===== src/rtl/dff_pkg.sv =====
// ============================================================================
// Module   : dff_pkg
// Brief    : Shared constants and helpers for the dff_pipe elastic pipeline.
//            DFF_PIPE_PARITY_EN sizes the per-stage parity bit.
// Revision : 1.0 - initial release
// ============================================================================
`default_nettype none

package dff_pkg;

  // Widest word the parity helper accepts; narrower words are zero-extended.
  localparam int PAR_MAX_W = 1024;

`ifdef DFF_PIPE_PARITY_EN
  localparam int PAR_W = 1;
`else
  localparam int PAR_W = 0;
`endif

  function automatic int lvl_width(input int depth);
    return $clog2(depth + 1);
  endfunction

  // Even parity: the returned bit makes data plus parity hold an even count of ones.
  function automatic logic even_par(input logic [PAR_MAX_W-1:0] data);
    return ^data;
  endfunction

endpackage

`default_nettype wire


===== src/rtl/dff_pipe_stage.sv =====
// ============================================================================
// Module   : dff_pipe_stage
// Brief    : One valid/data register of the elastic pipeline, with flush.
// Revision : 1.0 - initial release
// ============================================================================
`default_nettype none

module dff_pipe_stage #(
  parameter int           W       = 8,
  parameter logic [W-1:0] RST_VAL = '0
) (
  input  logic         clk,
  input  logic         rst_n,
  input  logic         load,
  input  logic         flush,
  input  logic         up_vld,
  input  logic [W-1:0] up_dat,
  output logic         vld,
  output logic [W-1:0] dat,
  output logic         vld_nxt
);

  logic         r_vld;
  logic [W-1:0] r_dat;

  // Data only follows a real word, so bubbles never overwrite held contents.
  always_ff @(posedge clk) begin
    if (!rst_n) begin
      r_vld <= 1'b0;
      r_dat <= RST_VAL;
    end else if (flush) begin
      r_vld <= 1'b0;
    end else if (load) begin
      r_vld <= up_vld;
      if (up_vld) begin
        r_dat <= up_dat;
      end
    end
  end

  always_comb begin
    vld_nxt = r_vld;
    if (flush) begin
      vld_nxt = 1'b0;
    end else if (load) begin
      vld_nxt = up_vld;
    end
  end

  assign vld = r_vld;
  assign dat = r_dat;

endmodule

`default_nettype wire


===== src/rtl/dff_pipe.sv =====
// ============================================================================
// Module   : dff_pipe
// Brief    : Elastic WIDTH x DEPTH register pipeline with valid/ready, bubble
//            collapsing, freeze, flush and occupancy; DFF_PIPE_PARITY_EN adds parity.
// Revision : 1.0 - initial release
// ============================================================================
`default_nettype none

module dff_pipe
  import dff_pkg::*;
#(
  parameter int               WIDTH   = 8,
  parameter int               DEPTH   = 3,
  parameter logic [WIDTH-1:0] RST_VAL = '0
) (
  input  logic                          clk,
  input  logic                          rst_n,
  input  logic                          ena,
  input  logic                          clr,
  input  logic                          in_valid,
  output logic                          in_ready,
  input  logic [WIDTH-1:0]              in_data,
  output logic                          out_valid,
  input  logic                          out_ready,
  output logic [WIDTH-1:0]              out_data,
  output logic [lvl_width(DEPTH)-1:0]   level,
  output logic                          out_par_err
);

  localparam int             LW          = lvl_width(DEPTH);
  localparam int             SW          = WIDTH + PAR_W;
  localparam logic [SW-1:0]  C_STAGE_RST = SW'(RST_VAL);

  logic [DEPTH:0]    w_rdy;
  logic [DEPTH-1:0]  w_vld;
  logic [DEPTH-1:0]  w_vld_nxt;
  logic [DEPTH-1:0]  w_load;
  logic [DEPTH-1:0]  w_up_vld;
  logic [SW-1:0]     w_up_dat [DEPTH];
  logic [SW-1:0]     w_dat    [DEPTH];
  logic [SW-1:0]     w_in_word;
  logic [LW-1:0]     w_cnt;
  logic [LW-1:0]     r_level;

`ifdef DFF_PIPE_PARITY_EN
  assign w_in_word = {even_par(PAR_MAX_W'(in_data)), in_data};
`else
  assign w_in_word = in_data;
`endif

  assign w_rdy[DEPTH] = out_ready;

  // Ready ripples back from the output so an empty stage always accepts.
  for (genvar i = 0; i < DEPTH; i++) begin : g_stage
    assign w_rdy[i]  = ~w_vld[i] | w_rdy[i+1];
    assign w_load[i] = w_rdy[i] & ena & ~clr;

    if (i == 0) begin : g_head
      assign w_up_vld[i] = in_valid;
      assign w_up_dat[i] = w_in_word;
    end else begin : g_body
      assign w_up_vld[i] = w_vld[i-1];
      assign w_up_dat[i] = w_dat[i-1];
    end

    dff_pipe_stage #(
      .W       (SW),
      .RST_VAL (C_STAGE_RST)
    ) u_stage (
      .clk     (clk),
      .rst_n   (rst_n),
      .load    (w_load[i]),
      .flush   (clr),
      .up_vld  (w_up_vld[i]),
      .up_dat  (w_up_dat[i]),
      .vld     (w_vld[i]),
      .dat     (w_dat[i]),
      .vld_nxt (w_vld_nxt[i])
    );
  end

  always_comb begin
    w_cnt = '0;
    for (int i = 0; i < DEPTH; i++) begin
      w_cnt = w_cnt + LW'(w_vld_nxt[i]);
    end
  end

  always_ff @(posedge clk) begin
    if (!rst_n) begin
      r_level <= '0;
    end else begin
      r_level <= w_cnt;
    end
  end

  assign in_ready  = w_rdy[0] & ena & ~clr;
  assign out_valid = w_vld[DEPTH-1] & ena;
  assign out_data  = w_dat[DEPTH-1][WIDTH-1:0];
  assign level     = r_level;

`ifdef DFF_PIPE_PARITY_EN
  assign out_par_err = out_valid & ((^out_data) != w_dat[DEPTH-1][WIDTH]);
`else
  assign out_par_err = 1'b0;
`endif

endmodule

`default_nettype wire


===== config.mk =====
export PLATFORM = sky130hd
export DESIGN_NAME = dff_pipe
export DESIGN_NICKNAME = d
export VERILOG_FILES = /design/src/rtl/dff_pkg.sv /design/src/rtl/dff_pipe_stage.sv /design/src/rtl/dff_pipe.sv
export SDC_FILE = /design/constraint.sdc
export NUM_CORES = 1
export LEC_CHECK = 0
export CORE_MARGIN = 4
export CORE_UTILIZATION = 55
export CTS_BUF_LIST = sky130_fd_sc_hd__clkbuf_8
export DETAILED_ROUTE_END_ITERATION = 6
export PLACE_DENSITY = 0.89
export SYNTH_ARGS = -nofsm -noshare
export SYNTH_HDL_FRONTEND = slang
export SYNTH_SLANG_ARGS = --single-unit

===== constraint.sdc =====
create_clock -name clk -period 2.3 [get_ports clk]
set_input_delay 0.23 -clock clk [delete_from_list [all_inputs] [get_ports clk]]
set_output_delay 0.23 -clock clk [all_outputs]
set_load 0.05 [all_outputs]

* Word-level counts from Yosys, hierarchy flattened
Cells that the tools add are included.
** Cells by class
- $add $sub $neg :: 2
- Muxes and demuxes :: 6
- Bitwise gates (word level) :: 14
- Reductions and logical operators :: 3
** Operator list (count)
- $reduce_and A3 Y1 :: 3
- $and A1 B1 Y1 :: 7
- $mux W1 :: 6
- $not A1 Y1 :: 4
- $or A1 B1 Y1 :: 3
- $add A1 B1 Y2 :: 1
- $add A2 B1 Y2 :: 1
** Storage, ports and cells
- Flip-flop bits (word level) :: 29
- Input bits :: 14
- Output and inout bits :: 13

* Longest topological paths before layout
Gate-level depths: netlist of run 1.
- Depth in word-level cells :: 10
- Mapped depth :: 6

* Modules after synthesis
From an unflattened synthesis of run 1, not the netlist that was laid out.
** Unflattened totals
- Cell total of the unflattened synthesis :: 133
- Area, all modules :: 1255.0 µm²
** By module, submodules not included
- dff_pipe_stage :: instances 3, cells each 40, area an instance 374.1 µm², seq. area each 180.2 µm²
- dff_pipe :: instances 1, cells each 13, area an instance 132.6 µm², seq. area each 40.0 µm²

* Worst setup path after synthesis of run 1
Ideal clock, no wire load.
- Path type :: input-to-reg
- From :: input port ena
- To :: register r_level[0], in the netlist level[0]
- Library setup time :: 0.115 ns
- Arrival time :: 1.428 ns
- Slack :: 0.757 ns
- Stages :: 5
- Buffers on the path :: 1
- Cells stage by stage :: buf_4 nand2_1 a311oi_1 fa_1 and2_1
** Between the ends
- Word-level cells in the longest chain between the ends :: 6
- Elaborated cells between the ends (all ways) :: 14
- Those cells by class :: add/sub (2); mux (6); bitwise (6)
** Ends and longest elaborated chain
- start, declared :: RTL line dff_pipe.sv:18 : input logic ena,
- $and A1 B1 Y1 (2 in series) :: RTL line dff_pipe.sv:56 : assign w_load[i] = w_rdy[i] & ena & ~clr;
- $mux W1 :: RTL line dff_pipe_stage.sv:45 : end else if (load) begin
- $mux W1 :: RTL line dff_pipe_stage.sv:43 : if (flush) begin
- via g_stage[0].u_stage.vld_nxt :: RTL line dff_pipe_stage.sv:20 : output logic vld_nxt
- $add A1 B1 Y2 :: RTL line dff_pipe.sv:85 : w_cnt = w_cnt + LW'(w_vld_nxt[i]);
- $add A2 B1 Y2 :: RTL line dff_pipe.sv:85
- via w_cnt[0] :: RTL line dff_pipe.sv:42 : logic [LW-1:0] w_cnt;
- end signal, assigned :: RTL line dff_pipe.sv:93 : r_level <= w_cnt;
- end, declared :: RTL line dff_pipe.sv:43 : logic [LW-1:0] r_level;
The timed path passes the listed nets, and every way through them passes these cells.
A chain may end at the register's enable or synchronous reset.

* Final worst setup path of run 1
- From :: input port ena
- To :: output port in_ready
** Between the ends
- Word-level cells in the longest chain between the ends :: 2
** Ends and longest elaborated chain
- $and A1 B1 Y1 (2 in series) :: RTL line dff_pipe.sv:97 : assign in_ready = w_rdy[0] & ena & ~clr;
- end, declared :: RTL line dff_pipe.sv:21 : output logic in_ready,
Every way passes these cells.

==> results.md, run 1 <==
* Wirelength per Cell at ~14 um
* Period utilization at ~79%
* Post-synth EDFFs at 0
* Gpl congestion at 0.7321
* Die height at 54.49 um
* Root Driver: clkbuf_8
* VDD IR max at 640.0 uV
* First-pass GRT wire length at 4.057 mm
* Final TNS setup at 0 ns
* Kind of critical path: in -> out
* Hold slack at between 0.4 and 0.5 ns
* WHS Endpoint: g_stage[2].u_stage.dat[1]
* Area of the core at roughly 2000 um^2
* Clock tree from TritonCTS: done
* Final layout net count at around 160
* Min Clock Period, post-route at 1.824 ns
* WHS Path Cells at 2
* # hold bufs at CTS at 0
* Initial core utilization at between 50% and 60%
* Syn Area/Cell at between 9 and 10 um^2
* DR iter-0 viols at 13
* Final Hold Fails at 0
* Post-synth cell types at 24
* RR Endpoint: level[0]
* GR Overflow Total at 0
* Syn nets at about 140
* Worst path cell trace: clkdlybuf4s50_1, buf_4, nor2b_1, a21boi_1, buf_12
* Detailed Place HPWL at approximately 1.6 mm
* CTS HTree Levels at 2
* Rel. slew slack at 59.73%
* Most frequent cells in the layout: nand2_1 (35), dfxtp_1 (29), mux2i_1 (24)
* Most common cell after layout, fill and taps aside: nand2_1
* Inserted Diodes at 0
* Crit-path max FO at 7
* Total CTS buffers at 5
* Total GRT Usage at just over 20%
* Number of global-route vias before repair at 864
* Critical path endpoint category: output pin
* DIE AREA at about 3000 um^2
* WP data arrival at about 1.6 ns
* Initial antenna violation count at 0
* Vias at 894
* PortBufs at 25
* PD cells at roughly 720 nW/um^2
* CP required at approximately 2.1 ns
* Slowest stage delay, CP at about 0.49 ns
* I/O pin total at 27
* # rows at 16
* Largest net degree at the start of global routing at 37
* Startpoint class of the critical path: input port
* Antenna-violating nets left at 0
* Final WL at 2.440 mm
* Max Slew Vio Count at 0
* Sequential area share after synthesis at between 40% and 50%
* Status: finished clean
* Async set or reset register ratio after synthesis at 0%
* Postcts setup bufs at 0
* Worst Clk Skew at about 0.0036 ns
* Seq cells post-synth at 29
* Clock Path Buffers at 2
* Crit path launch: ena
* Leakage power at about 0.57 nW
* Layout cell share with drive strength beyond 1 at approximately 10%
* Post-cts sizing count at 0
* Slowest cell on the critical path: clkdlybuf4s50_1
* Initial DRT Pass Iterations at 4
* HP Class: reg -> reg
* Gate Count Post-Synth at between 100 and 150
* Hold_sp: g_stage[2].u_stage.dat[1]
* Vias/cell at ~5.1
* # fillers at 145
* Critical path depth in cells at 5
* Worst-margin pin slew at between 0.6 and 0.7 ns
* Clock Sink Count at 29
* Worst path bufs/invs at 3
* Die W at ~54 um
* Most used DFF post-synth: dfxtp_1
* Fmax achieved at about 550 MHz
* Flop-to-flop setup slack at approximately 0.56 ns
* Cells on worst reg2reg path at 4
* Synthesized area at around 1200 um^2
* Dpl cells at around 170
* RSZ-0062 raised after global routing: no
* Area Overhead vs Synth at 31.37%
* Synth warn at 0
* Worst skew pair latency at between 0.2 and 0.3 ns
* Remaining routing DRC violations at 0
* Post-Layout Cell Count at about 170
* # Max-Cap Violations at 0
* Worst R2R Start: g_stage[1].u_stage.vld
* # setup viols final at 0
* CP top delay family: buffers and inverters
* Clock-pin slew on the worst setup and hold paths at about 0.060 ns
[stage by stage]
| step | total power, W | cell area, um^2 | utilization (%) | setup WS (ns) |
|---|---|---|---|---|
| 6_report | 0.001121 | 1562 | 78.00 | 0.4762 |
| 5_1_grt | 0.001161 | 1562 | 78.00 | 0.3926 |
| 4_1_cts | 0.001125 | 1562 | 78.00 | 0.4690 |
| 3_5_place_dp | 0.0005959 | 1445 | 72.19 | 0.2457 |
| 3_3_place_gp | 0.0005943 | 1445 | 72.19 | 0.3229 |
| 2_1_floorplan | 0.0005640 | 1189 | - | 0.7567 |
[synth_stat cells (2+ instances only)]
cell type	number	area, um^2
dfxtp_1	29	580.6
and2_1	5	31.28
buf_4	2	15.01
a21oi_1	4	20.02
buf_2	4	20.02
nand2_1	35	131.4
mux2i_1	24	240.2
[report_power, final]
group          internal (W)  switching, W  leakage [nW]   total, W
clock network      0.000348      0.000186        0.0626   0.000534
registers          0.000508    0.00000245         0.234   0.000511
logic             0.0000372     0.0000382         0.278  0.0000754
total              0.000894      0.000227         0.574    0.00112
[per-layer routing]
| metal | up-vias | share of wire [%] | wire, um | GRT usage (%) |
|---|---|---|---|---|
| li1 | 446 | - | - | - |
| met1 | 418 | 45 | 1096 | 24.11 |
| met2 | 24 | 47 | 1153 | 31.08 |
| met3 | 6 | 5.3 | 130 | 7.357 |
| met4 | 0 | 2.4 | 59 | 11.20 |
| met5 | - | 0 | 0 | 0 |
[layout make-up]
type | instances | area, um^2 | area share, %
Inverter | 1 | 3.754 | 0.2404
Tap cell | 27 | 33.78 | 2.163
Multi-Input combinational cell | 82 | 554.3 | 35.50
Clock buffer | 6 | 82.58 | 5.288
Sequential cell | 29 | 580.6 | 37.18
Clock inverter | 2 | 33.78 | 2.163
Timing Repair Buffer | 27 | 272.8 | 17.47
[cells by family (layout without fill, tap and decap cells)]
family,after synthesis,after routing,synth area share (%)
DFF,29,29,48.84
adders and majority gates,1,1,1.684
muxes,24,24,20.21
AOI/OAI and AO/OA,9,9,6.000
other,1,1,0.3155
and+or+nand+nor,47,47,18.42
buffers and inverters,9,36,4.525
[how the worst max path moves through the flow]
stage / endpoint / slack, ns
after floorplan: level[0] / 0.76
after global routing: level[0] / 0.39
after detailed placement: level[0] / 0.25
final: in_ready / 0.48
after global placement: level[0] / 0.32
after CTS: level[0] / 0.47
[sequential cells by signal (all words and copies together), names as in the netlist]
name,count
g_stage.u_stage.dat,24
g_stage.u_stage.vld,3
level,2
[worst min-delay path: stages, from the launching register on]
cell     delay (ns)
dfxtp_1        0.31
nand2_1        0.05
mux2i_1        0.05
(Power assumes the default switching activity.)
==> inputs of run 2 (changes only) <==
Settings changed: CORE_UTILIZATION 55 to 51, PLACE_DENSITY 0.89 to 0.84.
Clock period 2.3 ns to 1.8 ns, I/O delays scaled along.
==> run 2 against run 1 <==
  * Sequential cell count is the same
  * Non-clock buffer count is 6 higher
  * Via count up 2.7%
  * Utilization shrank 4.8 points
  * Sequential power grew 28%
  * Worst hold slack lost 0.00055 ns
  * Critical path type is now in -> reg
  * Highest routed layer unchanged
==> results.md, run 2 (same netlist as run 1, synthesis figures left out) <==
* Status: finished clean
* Total GRT Usage at roughly 17%
* GR Overflow Total at 0
* CTS HTree Levels at 2
* DR iter-0 viols at 13
* Critical path endpoint category: register
* PortBufs at 25
* PD cells at just under 800 nW/um^2
* Root Driver: clkbuf_8
* Flop-to-flop setup slack at between 0.15 and 0.2 ns
* Hold slack at between 0.4 and 0.5 ns
* RSZ-0062 raised after global routing: no
* Final layout net count at approximately 170
* # Max-Cap Violations at 0
* Finished Cell Area at approximately 1600 um^2
* Area of the multi-input gates at roughly 560 um^2
* Area Overhead vs Synth at 36.21%
* Final Hold Fails at 0
* Startpoint class of the critical path: input port
* Detailed Place HPWL at 1.699 mm
* Rel. slew slack at around two thirds
* Period utilization at roughly 93%
* Crit-path max FO at 4
* Initial DRT Pass Iterations at 4
* Die W at ~56 um
* Final WL at between 2 and 2.5 mm
* Switching Fraction at around 22%
* I/O pin total at 27
* Wirelength per Cell at 13.37 um
* Area of the core at approximately 2200 um^2
* DIE AREA at 3167 um^2
* Clock tree from TritonCTS: done
* # rows at 17
* Fmax achieved at roughly 600 MHz
* Worst-margin pin slew at between 0.4 and 0.5 ns
* CP required at around 2 ns
* Postcts setup bufs at 0
* Clock Sink Count at 29
* Gpl congestion at about 0.75
* VDD IR max at between 700 and 800 uV
* Initial core utilization at a little over half
* Number of global-route vias before repair at roughly 880
* # fillers at 178
* Vias at about 920
* Combinational share of power at under 10%
* Switching pwr at between 0.0002 and 0.0003 W
* Max Slew Vio Count at 0
* Remaining routing DRC violations at 0
* Total CTS buffers at 5
* HP Class: reg -> reg
* Kind of critical path: in -> reg
* Die height at roughly 56 um
* Worst Clk Skew at 0.001454 ns
* Dpl cell area at between 1500 and 2000 um^2
* Antenna-violating nets left at 0
* Initial antenna violation count at 0
* Vias/cell at 5.100
* Leakage power at around 0.6 nW
* First-pass GRT wire length at 3.946 mm
* Clock-pin slew on the worst setup and hold paths at around 0.060 ns
* Most common cell after layout, fill and taps aside: nand2_1
* Min Clock Period, post-route at approximately 1.7 ns
* Power share of the sequential group at around 51%
* Largest net degree at the start of global routing at 32
* # hold bufs at CTS at 0
* Most frequent cells in the layout: nand2_1 (35), dfxtp_1 (29), mux2i_1 (24)
* Worst skew pair latency at approximately 0.27 ns
* Pint at 0.001003 W
* Register Area at 580.6 um^2
* Clock Path Buffers at 2
* Power share of the clock group at between 40% and 50%
* Max reg flops at 24
* Inserted Diodes at 0
* # setup viols final at 0
* Layout cell share with drive strength beyond 1 at approximately 14%
* WP data arrival at 1.84 ns
[run 2: final timing paths]
kind,startpoint,end,cells after the start
min reg2reg,g_stage[2].u_stage.dat[6],g_stage[2].u_stage.dat[6],2
max,out_ready,level[0],6
max reg2reg,g_stage[1].u_stage.vld,level[0],5
min,g_stage[2].u_stage.dat[6],g_stage[2].u_stage.dat[6],2
[run 2: area by class of cell]
type	count	area share, %
well taps	28	2.164
clock buffers	6	5.100
inverters	1	0.2318
clock inverters	1	0.2318
flip-flops and latches	29	35.86
repair buffers	33	21.95
multi-input cells	82	34.47
[run 2: power groups by stage]
stage	combinational, W	sequential, W	clock, W
2_1_floorplan	0.0000521	0.000669	0
3_3_place_gp	0.000103	0.000666	0
3_5_place_dp	0.000106	0.000667	0
4_1_cts	0.000107	0.000653	0.000541
5_1_grt	0.000114	0.000653	0.000575
6_report	0.000107	0.000653	0.000521
[run 2: layer usage]
layer  vias up  wire [um]  GRT usage, %
li1        456          -             -
met1       431       1019         18.17
met2        27       1237         26.88
met3         4        119         7.816
met4         0         31         9.153
met5         -          0             0
[run 2: worst max-delay path, stage by stage]
cell             delay (ns)
clkdlybuf4s50_1        0.47
nand3b_1               0.19
a311oi_1               0.30
buf_4                  0.17
fa_1                   0.37
and2_1                 0.16
[run 2: through the flow]
stage / power, W / worst slack [ns] / util [%] / instances / TNS (ns)
floorplan: 0.0007207 / 0.2730 / - / 120 / 0
global route: 0.001342 / 0.04625 / 73.19 / 180 / 0
detailed placement: 0.0007729 / -0.1492 / 69.12 / 173 / -0.2026
global placement: 0.0007695 / -0.06104 / 69.12 / 173 / -0.07068
finish: 0.001281 / 0.1254 / 73.19 / 180 / 0
CTS: 0.001301 / 0.07760 / 73.02 / 180 / 0
[run 2: repair_timing]
| action | in CTS | in global routing |
|---|---|---|
| endpoints found under the setup margin | 0 | 1 |
| resized for setup | 0 | 1 |
| hold endpoints to repair | 0 | 0 |
==> inputs of run 3 (changes only) <==
Settings changed: CORE_UTILIZATION 51 to 55, PLACE_DENSITY 0.84 to 0.89.
Clock period 1.8 ns to 2.1 ns, I/O delays scaled along.
==> run 3 against run 2 <==
  * Clock-buffer cell count down 1
  * Via count down 2.0%
  * Critical endpoint is now in_ready
  * Non-clock buffer count is 3 lower
  * Largest power group unchanged
==> results.md, run 3 (same netlist as run 1, synthesis figures left out) <==
* # hold bufs at CTS at 0
* Startpoint class of the critical path: input port
* Clock-pin slew on the worst setup and hold paths at 0.07 ns
* Antenna-violating nets left at 0
* CP required at ~1.9 ns
* WP data arrival at 1.55 ns
* First-pass GRT wire length at approximately 4.0 mm
* Crit-path max FO at 7
* Initial core utilization at 59.38%
* # rows at 16
* Slowest stage delay, CP at 0.50 ns
* Total CTS buffers at 5
* Die height at approximately 54 um
* DR iter-0 viols at 10
* Final Hold Fails at 0
* HP Class: reg -> reg
* Slowest cell on the critical path: clkdlybuf4s50_1
* Critical path endpoint category: output pin
* Max Slew Vio Count at 0
* Vias at 900
* Worst R2R Start: g_stage[2].u_stage.vld
* I/O pin total at 27
* Final WL at 2.412 mm
* Layout cell share with drive strength beyond 1 at roughly 13%
* Power share of the sequential group at about 52%
* Die W at 54.49 um
* # Max-Cap Violations at 0
* Final layout net count at 164
* Clock Path Buffers at 2
* Status: finished clean
* GR Overflow Total at 0
* Rel. slew slack at 66.69%
* Hold slack at about 0.46 ns
* Area of the core at ~2000 um^2
* Period utilization at a little over four fifths
* Switching Fraction at between 20% and 30%
* Final TNS setup at 0 ns
* Clock Sink Count at 29
* Most common cell after layout, fill and taps aside: nand2_1
* Worst skew pair latency at between 0.2 and 0.3 ns
* Clock tree from TritonCTS: done
* Detailed Place HPWL at ~1.6 mm
* Initial antenna violation count at 0
* Area Overhead vs Synth at 31.79%
* Combinational share of power at under 10%
* Root Driver: clkbuf_8
* Min Clock Period, post-route at about 1.8 ns
* Max reg flops at 24
* Remaining routing DRC violations at 0
* RSZ-0062 raised after global routing: no
* Power share of the clock group at around two fifths
* Initial DRT Pass Iterations at 4
* Most frequent cells in the layout: nand2_1 (35), dfxtp_1 (29), mux2i_1 (24)
* Vias/cell at around 5.1
* Wirelength per Cell at 13.63 um
* Crit path launch: ena
* Pint at approximately 0.00083 W
* Leakage power at roughly 0.57 nW
* Number of global-route vias before repair at 945
* Post-cts sizing count at 0
* Worst Clk Skew at roughly 0.0048 ns
* Largest net degree at the start of global routing at 36
* Postcts setup bufs at 0
* Total GRT Usage at 19.63%
* VDD IR max at about 690 uV
* Worst-margin pin slew at around 0.5 ns
* PortBufs at 25
* DIE AREA at between 2000 and 3000 um^2
* # setup viols final at 0
* CTS HTree Levels at 2
* Inserted Diodes at 0
* Kind of critical path: in -> out
* PD cells at between 600 and 700 nW/um^2
* Gpl congestion at 0.7559
* Worst path cell trace: clkdlybuf4s50_1, buf_4, nor2b_1, a21boi_1, buf_12
* Hold_sp: g_stage[2].u_stage.dat[6]
* Fmax achieved at 569.7 MHz
* Switching pwr at around 0.00026 W
## run 3: cell count changes in the layout (fill, tap and decap cells not counted)
cell / previous run / this run
clkinv_2: 0 / 2
buf_12: 4 / 2
inv_1: 2 / 1
buf_4: 6 / 5
clkbuf_8: 6 / 5
a21boi_2: 1 / 0
clkinvlp_4: 0 / 1
a21boi_1: 0 / 1
## run 3: routing by layer
layer	track usage [%]	vias to the layer above	share of wire (%)
met5	0	-	0
met3	8.174	2	4.4
met1	22.07	423	43
met4	7.054	0	0.37
met2	33.07	22	52
li1	-	453	-
## run 3: area by class of cell
class / instances / area, um^2
sequential: 29 / 580.6
multi-input combinational: 82 / 554.3
fill: 148 / 435.4
timing repair buffer: 30 / 307.8
clock buffer: 5 / 68.82
tap: 27 / 33.78
clock inverter: 3 / 17.52
inverter: 1 / 3.754
## run 3: worst max-delay path: cells and delay by family
family	cells	cell delay, ns
AO/OA/AOI/OAI	1	0.30
buffers and inverters	3	0.84
AND/OR/NAND/NOR	1	0.20
## run 3: power groups by stage
| stage | clock network, W | logic (W) | registers [W] |
|---|---|---|---|
| after detailed placement | 0 | 0.0000834 | 0.000572 |
| after global placement | 0 | 0.0000809 | 0.000571 |
| final | 0.000440 | 0.0000840 | 0.000559 |
| after CTS | 0.000448 | 0.0000846 | 0.000560 |
| after floorplan | 0 | 0.0000447 | 0.000573 |
| after global routing | 0.000474 | 0.0000898 | 0.000560 |
## run 3: worst paths after layout
path | endpoint | slack (ns) | cells after the start
setup reg to reg | level[0] | 0.43 | 4
setup / recovery | in_ready | 0.34 | 5
hold / removal | g_stage[2].u_stage.dat[6] | 0.46 | 2
hold reg to reg | g_stage[2].u_stage.dat[6] | 0.46 | 2
## run 3: through the flow
| step | setup WS, ns | cell area [um^2] | utilization, % | std cells | total power, W |
|---|---|---|---|---|---|
| 3_3_place_gp | 0.1436 | 1480 | 73.94 | 169 | 0.0006522 |
| 2_1_floorplan | 0.5730 | 1189 | - | 120 | 0.0006178 |
| 6_report | 0.3447 | 1567 | 78.25 | 177 | 0.001083 |
| 5_1_grt | 0.2643 | 1567 | 78.25 | 177 | 0.001123 |
| 3_5_place_dp | 0.05196 | 1480 | 73.94 | 169 | 0.0006551 |
| 4_1_cts | 0.3437 | 1567 | 78.25 | 177 | 0.001092 |
